File: config.mk
export PLATFORM = sky130hd
export DESIGN_NAME = dvi_tmds_encoder
export DESIGN_NICKNAME = d
export VERILOG_FILES = /design/src/rtl/tmds_pkg.sv /design/src/rtl/tmds_channel_encoder.sv /design/src/rtl/dvi_tmds_encoder.sv
export SDC_FILE = /design/constraint.sdc
export NUM_CORES = 1
export LEC_CHECK = 0
export BUFFER_PORTS_ARGS = -buffer_cell sky130_fd_sc_hd__buf_2
export CORE_ASPECT_RATIO = 0.8
export CORE_MARGIN = 1.5
export CORE_UTILIZATION = 30
export DETAILED_ROUTE_END_ITERATION = 16
export GPL_TIMING_DRIVEN = 0
export SKIP_CTS_REPAIR_TIMING = 1
export SYNTH_ARGS = -nofsm -noshare
export SYNTH_HDL_FRONTEND = slang
export SYNTH_SLANG_ARGS = --single-unit
File: constraint.sdc
create_clock -name clk -period 5.45 [get_ports clk]
set_clock_uncertainty 0.05 [all_clocks]
set_input_delay 0.2725 -clock clk [delete_from_list [all_inputs] [get_ports clk]]
set_output_delay 0.2725 -clock clk [all_outputs]
set_load 0.005 [all_outputs]
File: src/rtl/tmds_pkg.sv
// Shared types, control tokens and bit-count helpers for the DVI TMDS encoder.
// The 8b/10b code is only defined for 8-bit colour components.
package tmds_pkg;

    typedef logic [9:0] tmds_sym_t;

    localparam tmds_sym_t CTRL_00 = 10'b1101010100;
    localparam tmds_sym_t CTRL_01 = 10'b0010101011;
    localparam tmds_sym_t CTRL_10 = 10'b0101010100;
    localparam tmds_sym_t CTRL_11 = 10'b1010101011;

    function automatic logic [3:0] popcount8(input logic [7:0] v);
        logic [3:0] n;
        n = 4'd0;
        for (int i = 0; i < 8; i++) begin
            n = n + 4'(v[i]);
        end
        return n;
    endfunction

    function automatic tmds_sym_t ctrl_token(input logic [1:0] c);
        tmds_sym_t t;
        case (c)
            2'b00:   t = CTRL_00;
            2'b01:   t = CTRL_01;
            2'b10:   t = CTRL_10;
            default: t = CTRL_11;
        endcase
        return t;
    endfunction

endpackage

File: src/rtl/tmds_channel_encoder.sv
// One TMDS lane: stage 1 builds the transition-minimised q_m word, stage 2
// picks the DC-balancing polarity (or a control token) and tracks disparity.
module tmds_channel_encoder
    import tmds_pkg::*;
(
    input  logic       clk,
    input  logic       rst,
    input  logic       en,
    input  logic       de,
    input  logic [1:0] c,
    input  logic [7:0] d,
    output tmds_sym_t  sym
);

    logic [3:0] n1_data;
    logic       use_xnor;
    logic [8:0] qm_d;
    logic [3:0] qm_n1_d;
    logic [3:0] qm_n0_d;

    logic [8:0] qm_p1_q;
    logic [3:0] n1_p1_q;
    logic [3:0] n0_p1_q;
    logic       de_p1_q;
    logic [1:0] c_p1_q;

    tmds_sym_t         sym_q;
    tmds_sym_t         sym_d;
    logic signed [4:0] cnt_q;
    logic signed [4:0] cnt_d;

    logic              qm8;
    logic signed [4:0] n1_s;
    logic signed [4:0] n0_s;
    logic signed [4:0] diff_s;
    logic signed [4:0] two_qm8_s;
    logic signed [4:0] two_nqm8_s;

    assign n1_data  = popcount8(d);
    assign use_xnor = (n1_data > 4'd4) || ((n1_data == 4'd4) && !d[0]);

    always_comb begin
        qm_d    = '0;
        qm_d[0] = d[0];
        for (int i = 1; i < 8; i++) begin
            qm_d[i] = use_xnor ? ~(qm_d[i-1] ^ d[i]) : (qm_d[i-1] ^ d[i]);
        end
        qm_d[8] = ~use_xnor;
    end

    assign qm_n1_d = popcount8(qm_d[7:0]);
    assign qm_n0_d = 4'd8 - qm_n1_d;

    // ---- stage 1 -> stage 2 boundary ----
    assign qm8        = qm_p1_q[8];
    assign n1_s       = signed'({1'b0, n1_p1_q});
    assign n0_s       = signed'({1'b0, n0_p1_q});
    assign diff_s     = n1_s - n0_s;
    assign two_qm8_s  = signed'({3'b000, qm8, 1'b0});
    assign two_nqm8_s = signed'({3'b000, ~qm8, 1'b0});

    always_comb begin
        sym_d = sym_q;
        cnt_d = cnt_q;
        if (!de_p1_q) begin
            sym_d = ctrl_token(c_p1_q);
            cnt_d = '0;
        end else if ((cnt_q == 5'sd0) || (n1_p1_q == n0_p1_q)) begin
            sym_d = {~qm8, qm8, (qm8 ? qm_p1_q[7:0] : ~qm_p1_q[7:0])};
            cnt_d = qm8 ? (cnt_q + diff_s) : (cnt_q - diff_s);
        end else if (((cnt_q > 5'sd0) && (n1_p1_q > n0_p1_q)) ||
                     ((cnt_q < 5'sd0) && (n0_p1_q > n1_p1_q))) begin
            sym_d = {1'b1, qm8, ~qm_p1_q[7:0]};
            cnt_d = cnt_q + two_qm8_s - diff_s;
        end else begin
            sym_d = {1'b0, qm8, qm_p1_q[7:0]};
            cnt_d = cnt_q + diff_s - two_nqm8_s;
        end
    end

    always_ff @(posedge clk or posedge rst) begin
        if (rst) begin
            qm_p1_q <= '0;
            n1_p1_q <= '0;
            n0_p1_q <= '0;
            de_p1_q <= 1'b0;
            c_p1_q  <= '0;
            sym_q   <= CTRL_00;
            cnt_q   <= '0;
        end else if (en) begin
            qm_p1_q <= qm_d;
            n1_p1_q <= qm_n1_d;
            n0_p1_q <= qm_n0_d;
            de_p1_q <= de;
            c_p1_q  <= c;
            // ---- stage 2 output register ----
            sym_q   <= sym_d;
            cnt_q   <= cnt_d;
        end
    end

    assign sym = sym_q;

endmodule

File: src/rtl/dvi_tmds_encoder.sv
// Three-lane DVI TMDS encoder: blue carries {vsync,hsync} during blanking,
// green and red send control token 00. sym_valid marks each new symbol set.
module dvi_tmds_encoder
    import tmds_pkg::*;
#(
    parameter int w_color = 8,
    parameter int w_sym   = 10
) (
    input  logic               clk,
    input  logic               rst,
    input  logic               pix_en,
    input  logic               display_on,
    input  logic               hsync,
    input  logic               vsync,
    input  logic [w_color-1:0] red,
    input  logic [w_color-1:0] green,
    input  logic [w_color-1:0] blue,
    output logic [w_sym-1:0]   tmds_red,
    output logic [w_sym-1:0]   tmds_green,
    output logic [w_sym-1:0]   tmds_blue,
    output logic               sym_valid
);

    tmds_sym_t sym_blue;
    tmds_sym_t sym_green;
    tmds_sym_t sym_red;

    logic primed_q;
    logic primed_d;
    logic sym_valid_q;
    logic sym_valid_d;

    tmds_channel_encoder u_ch0 (
        .clk (clk),
        .rst (rst),
        .en  (pix_en),
        .de  (display_on),
        .c   ({vsync, hsync}),
        .d   (blue),
        .sym (sym_blue)
    );

    tmds_channel_encoder u_ch1 (
        .clk (clk),
        .rst (rst),
        .en  (pix_en),
        .de  (display_on),
        .c   (2'b00),
        .d   (green),
        .sym (sym_green)
    );

    tmds_channel_encoder u_ch2 (
        .clk (clk),
        .rst (rst),
        .en  (pix_en),
        .de  (display_on),
        .c   (2'b00),
        .d   (red),
        .sym (sym_red)
    );

    // The first enable after reset only fills stage 1, so it is not flagged.
    assign primed_d    = primed_q | pix_en;
    assign sym_valid_d = pix_en & primed_q;

    always_ff @(posedge clk or posedge rst) begin
        if (rst) begin
            primed_q    <= 1'b0;
            sym_valid_q <= 1'b0;
        end else begin
            primed_q    <= primed_d;
            sym_valid_q <= sym_valid_d;
        end
    end

    assign tmds_blue  = sym_blue;
    assign tmds_green = sym_green;
    assign tmds_red   = sym_red;
    assign sym_valid  = sym_valid_q;

endmodule

==> qor.yml <==
outcome:
  failed_checks: "hold timing, setup timing"
  run_status: "complete, but fails checks"
setup_path:
  worst_setup_path_start_kind: "input port"
  worstSetupPathType: "input port to flip-flop"
  cp_common_cell: "fa_1"
  crit_path_max_fanout: 4
  slowest_delay_ns: 0.49
  cp_slowest_cell: "fa_1"
  crit_path_end_kind: "flip-flop"
  cp.required_ns: 5.61
  worstPathArrival_ns: 5.98
place:
  port_buffers: 60
  gp_congestion: 0.843
  dp_hpwl_um: 13100
  dp_cells: 1142
clock_tree:
  clk_pin_slew_ns: 0.07
  clock_latency_ns: 0.35
  clockBufferDepth: 2
  cts_tree: "yes"
  cts.sink_count: 95
  htreeDepth: 3
  numCtsBuffers: 9
  ctsRootBufferMaster: "clkbuf_16"
yosys:
  ys_async_sr_fraction: 1.00
  ys.warnings.count: 0
  syn_inst: 763
  synthesis.area_um2: 7440
  yosys-top-cells-count: "126 x inv_1, 80 x dfrtp_1, 73 x ha_1"
  synth_top_cell_by_area: "dfrtp_1"
  ys_seq_elements: 95
  avgSynthCellArea_um2: 9.75
  seq_area_frac_synth: 0.322
  synth-main-ff-cell: "dfrtp_1"
  yosysMostFrequentCell: "inv_1"
  synth.top_cell.area_share: 0.269
  syn-num-nets: 902
  synth_edf_count: 0
  ys_top_cells_by_area: "dfrtp_1 27%, ha_1 12%, fa_1 9.7%, xnor2_1 6.6%, inv_1 6.4%"
  yosysUniqueCellTypes: 53
floorplan:
  rows: 51
  die_height_um: 144
  start_util: 0.306
  fp.coreArea_um2: 24300
  num_io_pins: 61
  die_w_um: 179
  die-area_um2: 25800
sta:
  rsz0062_at_grt: "yes"
  finalCriticalPeriod_ns: 5.82
  hold_violations: 36
  relSlewSlack: 0.480
  clock.fmax_mhz: 172
  tightestPinTransition_ns: 0.780
  hold_slack_ns: -0.0445
  setup_slack_ns: -0.368
  finalSetupTns_ns: -1.89
  setup_violations: 9
  drv_slew: 0
  period_share: 1.07
routing:
  drtIter0Drc: 235
  vias: 5415
  viasPerCell: 4.60
  wl_um: 17100
  detail-route-antenna-nets: 0
  drtPass1Iterations: 4
  routedWlPerCell_um: 14.6
  route.detailed.drc: 0
hold_path:
  hp-class: "input port to asynchronous set/reset pin"
global_route:
  overflow: 0
  grt_pass1_vias: 5493
  grt_max_degree: 50
  antenna_found_initial: 0
  grt_first_pass_wirelength_um: 28200
  grt.total_usage: 0.140
cells_and_area:
  nets: 992
  final_cells: 1176
  fillers: 2431
  drive_above_1_share: 0.240
  area_delta_synth_final_pct: 20.0
  antenna_cells: 0
job:
  maxCapViolations: 0
==> metrics by stage <==
stage	utilization	area, um2	setup WS, ns	hold slack, ns
3_5_place_dp	0.341	8290	-0.993	0.351
4_1_cts	0.354	8600	-0.627	-0.0297
2_1_floorplan	-	7560	-0.393	0.343
6_report	0.367	8920	-0.368	-0.0445
3_3_place_gp	0.340	8260	-0.913	0.395
5_1_grt	0.367	8920	-0.601	0.0117
==> cell type report <==
cell class | instances | area (um2) | share of cell area
plain buffers | 21 | 80.1 | 0.00897
clock buffers | 12 | 256 | 0.0287
clock inverters | 4 | 53.8 | 0.00603
inverters | 128 | 483 | 0.0541
multi-input cells | 519 | 4740 | 0.531
flip-flops and latches | 95 | 2400 | 0.268
well taps | 318 | 398 | 0.0446
repair buffers | 79 | 519 | 0.0582
==> critical path: cells and delay by family <==
kind / cells / cell delay, ns
adders and majority gates: 10 / 4.11
AOI/OAI and AO/OA: 5 / 0.63
and+or+nand+nor: 3 / 0.49
buffers and inverters: 6 / 0.36
xor gates and xnor gates: 1 / 0.10
==> flip-flops by register name, summed over array words and instances, names as in the netlist, 5 cells and up <==
name and flops:
u_ch2.cnt_q 5, u_ch0.qm_p1_q 9, u_ch0.sym 10, u_ch2.sym 10
u_ch1.qm_p1_q 9, u_ch0.cnt_q 5, u_ch1.sym 10, u_ch2.qm_p1_q 9
u_ch1.cnt_q 5
==> logic make-up (layout without fill, tap and decap cells) <==
group | after synthesis | in the layout | share of synthesized area
flip-flops | 95 | 95 | 0.322
AO/OA/AOI/OAI | 141 | 141 | 0.120
XOR/XNOR | 92 | 92 | 0.114
adder cells (fa/ha/maj) | 109 | 109 | 0.220
multiplexers | 40 | 40 | 0.0624
AND/OR/NAND/NOR | 137 | 137 | 0.0856
buffers and inverters | 149 | 244 | 0.0754
==> layout by cell type (no fill, tap or decap), drive strengths merged, types with 22 or more instances in the layout <==
| cell type | instances |
|---|---|
| xor2 | 30 |
| a21oi | 41 |
| mux2 | 25 |
| o22ai | 22 |
| dfrtp | 80 |
| nand2 | 43 |
| xnor2 | 62 |
| o21ai | 33 |
| nor2 | 44 |
| buf | 81 |
| ha | 73 |
| fa | 36 |
| inv | 127 |
| clkbuf | 31 |
==> routing by layer <==
layer  up-vias  GRT usage  wire, um
met3        28     0.0206       460
met5         -          0         0
li1       2680          -         -
met2        71      0.220      7880
met4         0     0.0522       442
met1      2636      0.195      8330
==> path summary, 6_finish.rpt <==
kind,endpoint,from,cells after the start,slack (ns)
worst max-delay path,u_ch1.n0_p1_q[3],green[0],25,-0.37
worst min-delay path,u_ch0.qm_p1_q[2],rst,2,-0.04
worst max register to register,u_ch2.cnt_q[4],u_ch2.n0_p1_q[1],14,1.84
worst min register to register,primed_q,primed_q,1,0.42
max in group asynchronous,u_ch2.sym[8],rst,3,4.68
min in group clk,u_ch0.c_p1_q[0],hsync,3,0.09
Power is not shown: default switching activity piles up to over one toggle a cycle in this logic, so the estimate is an artifact.
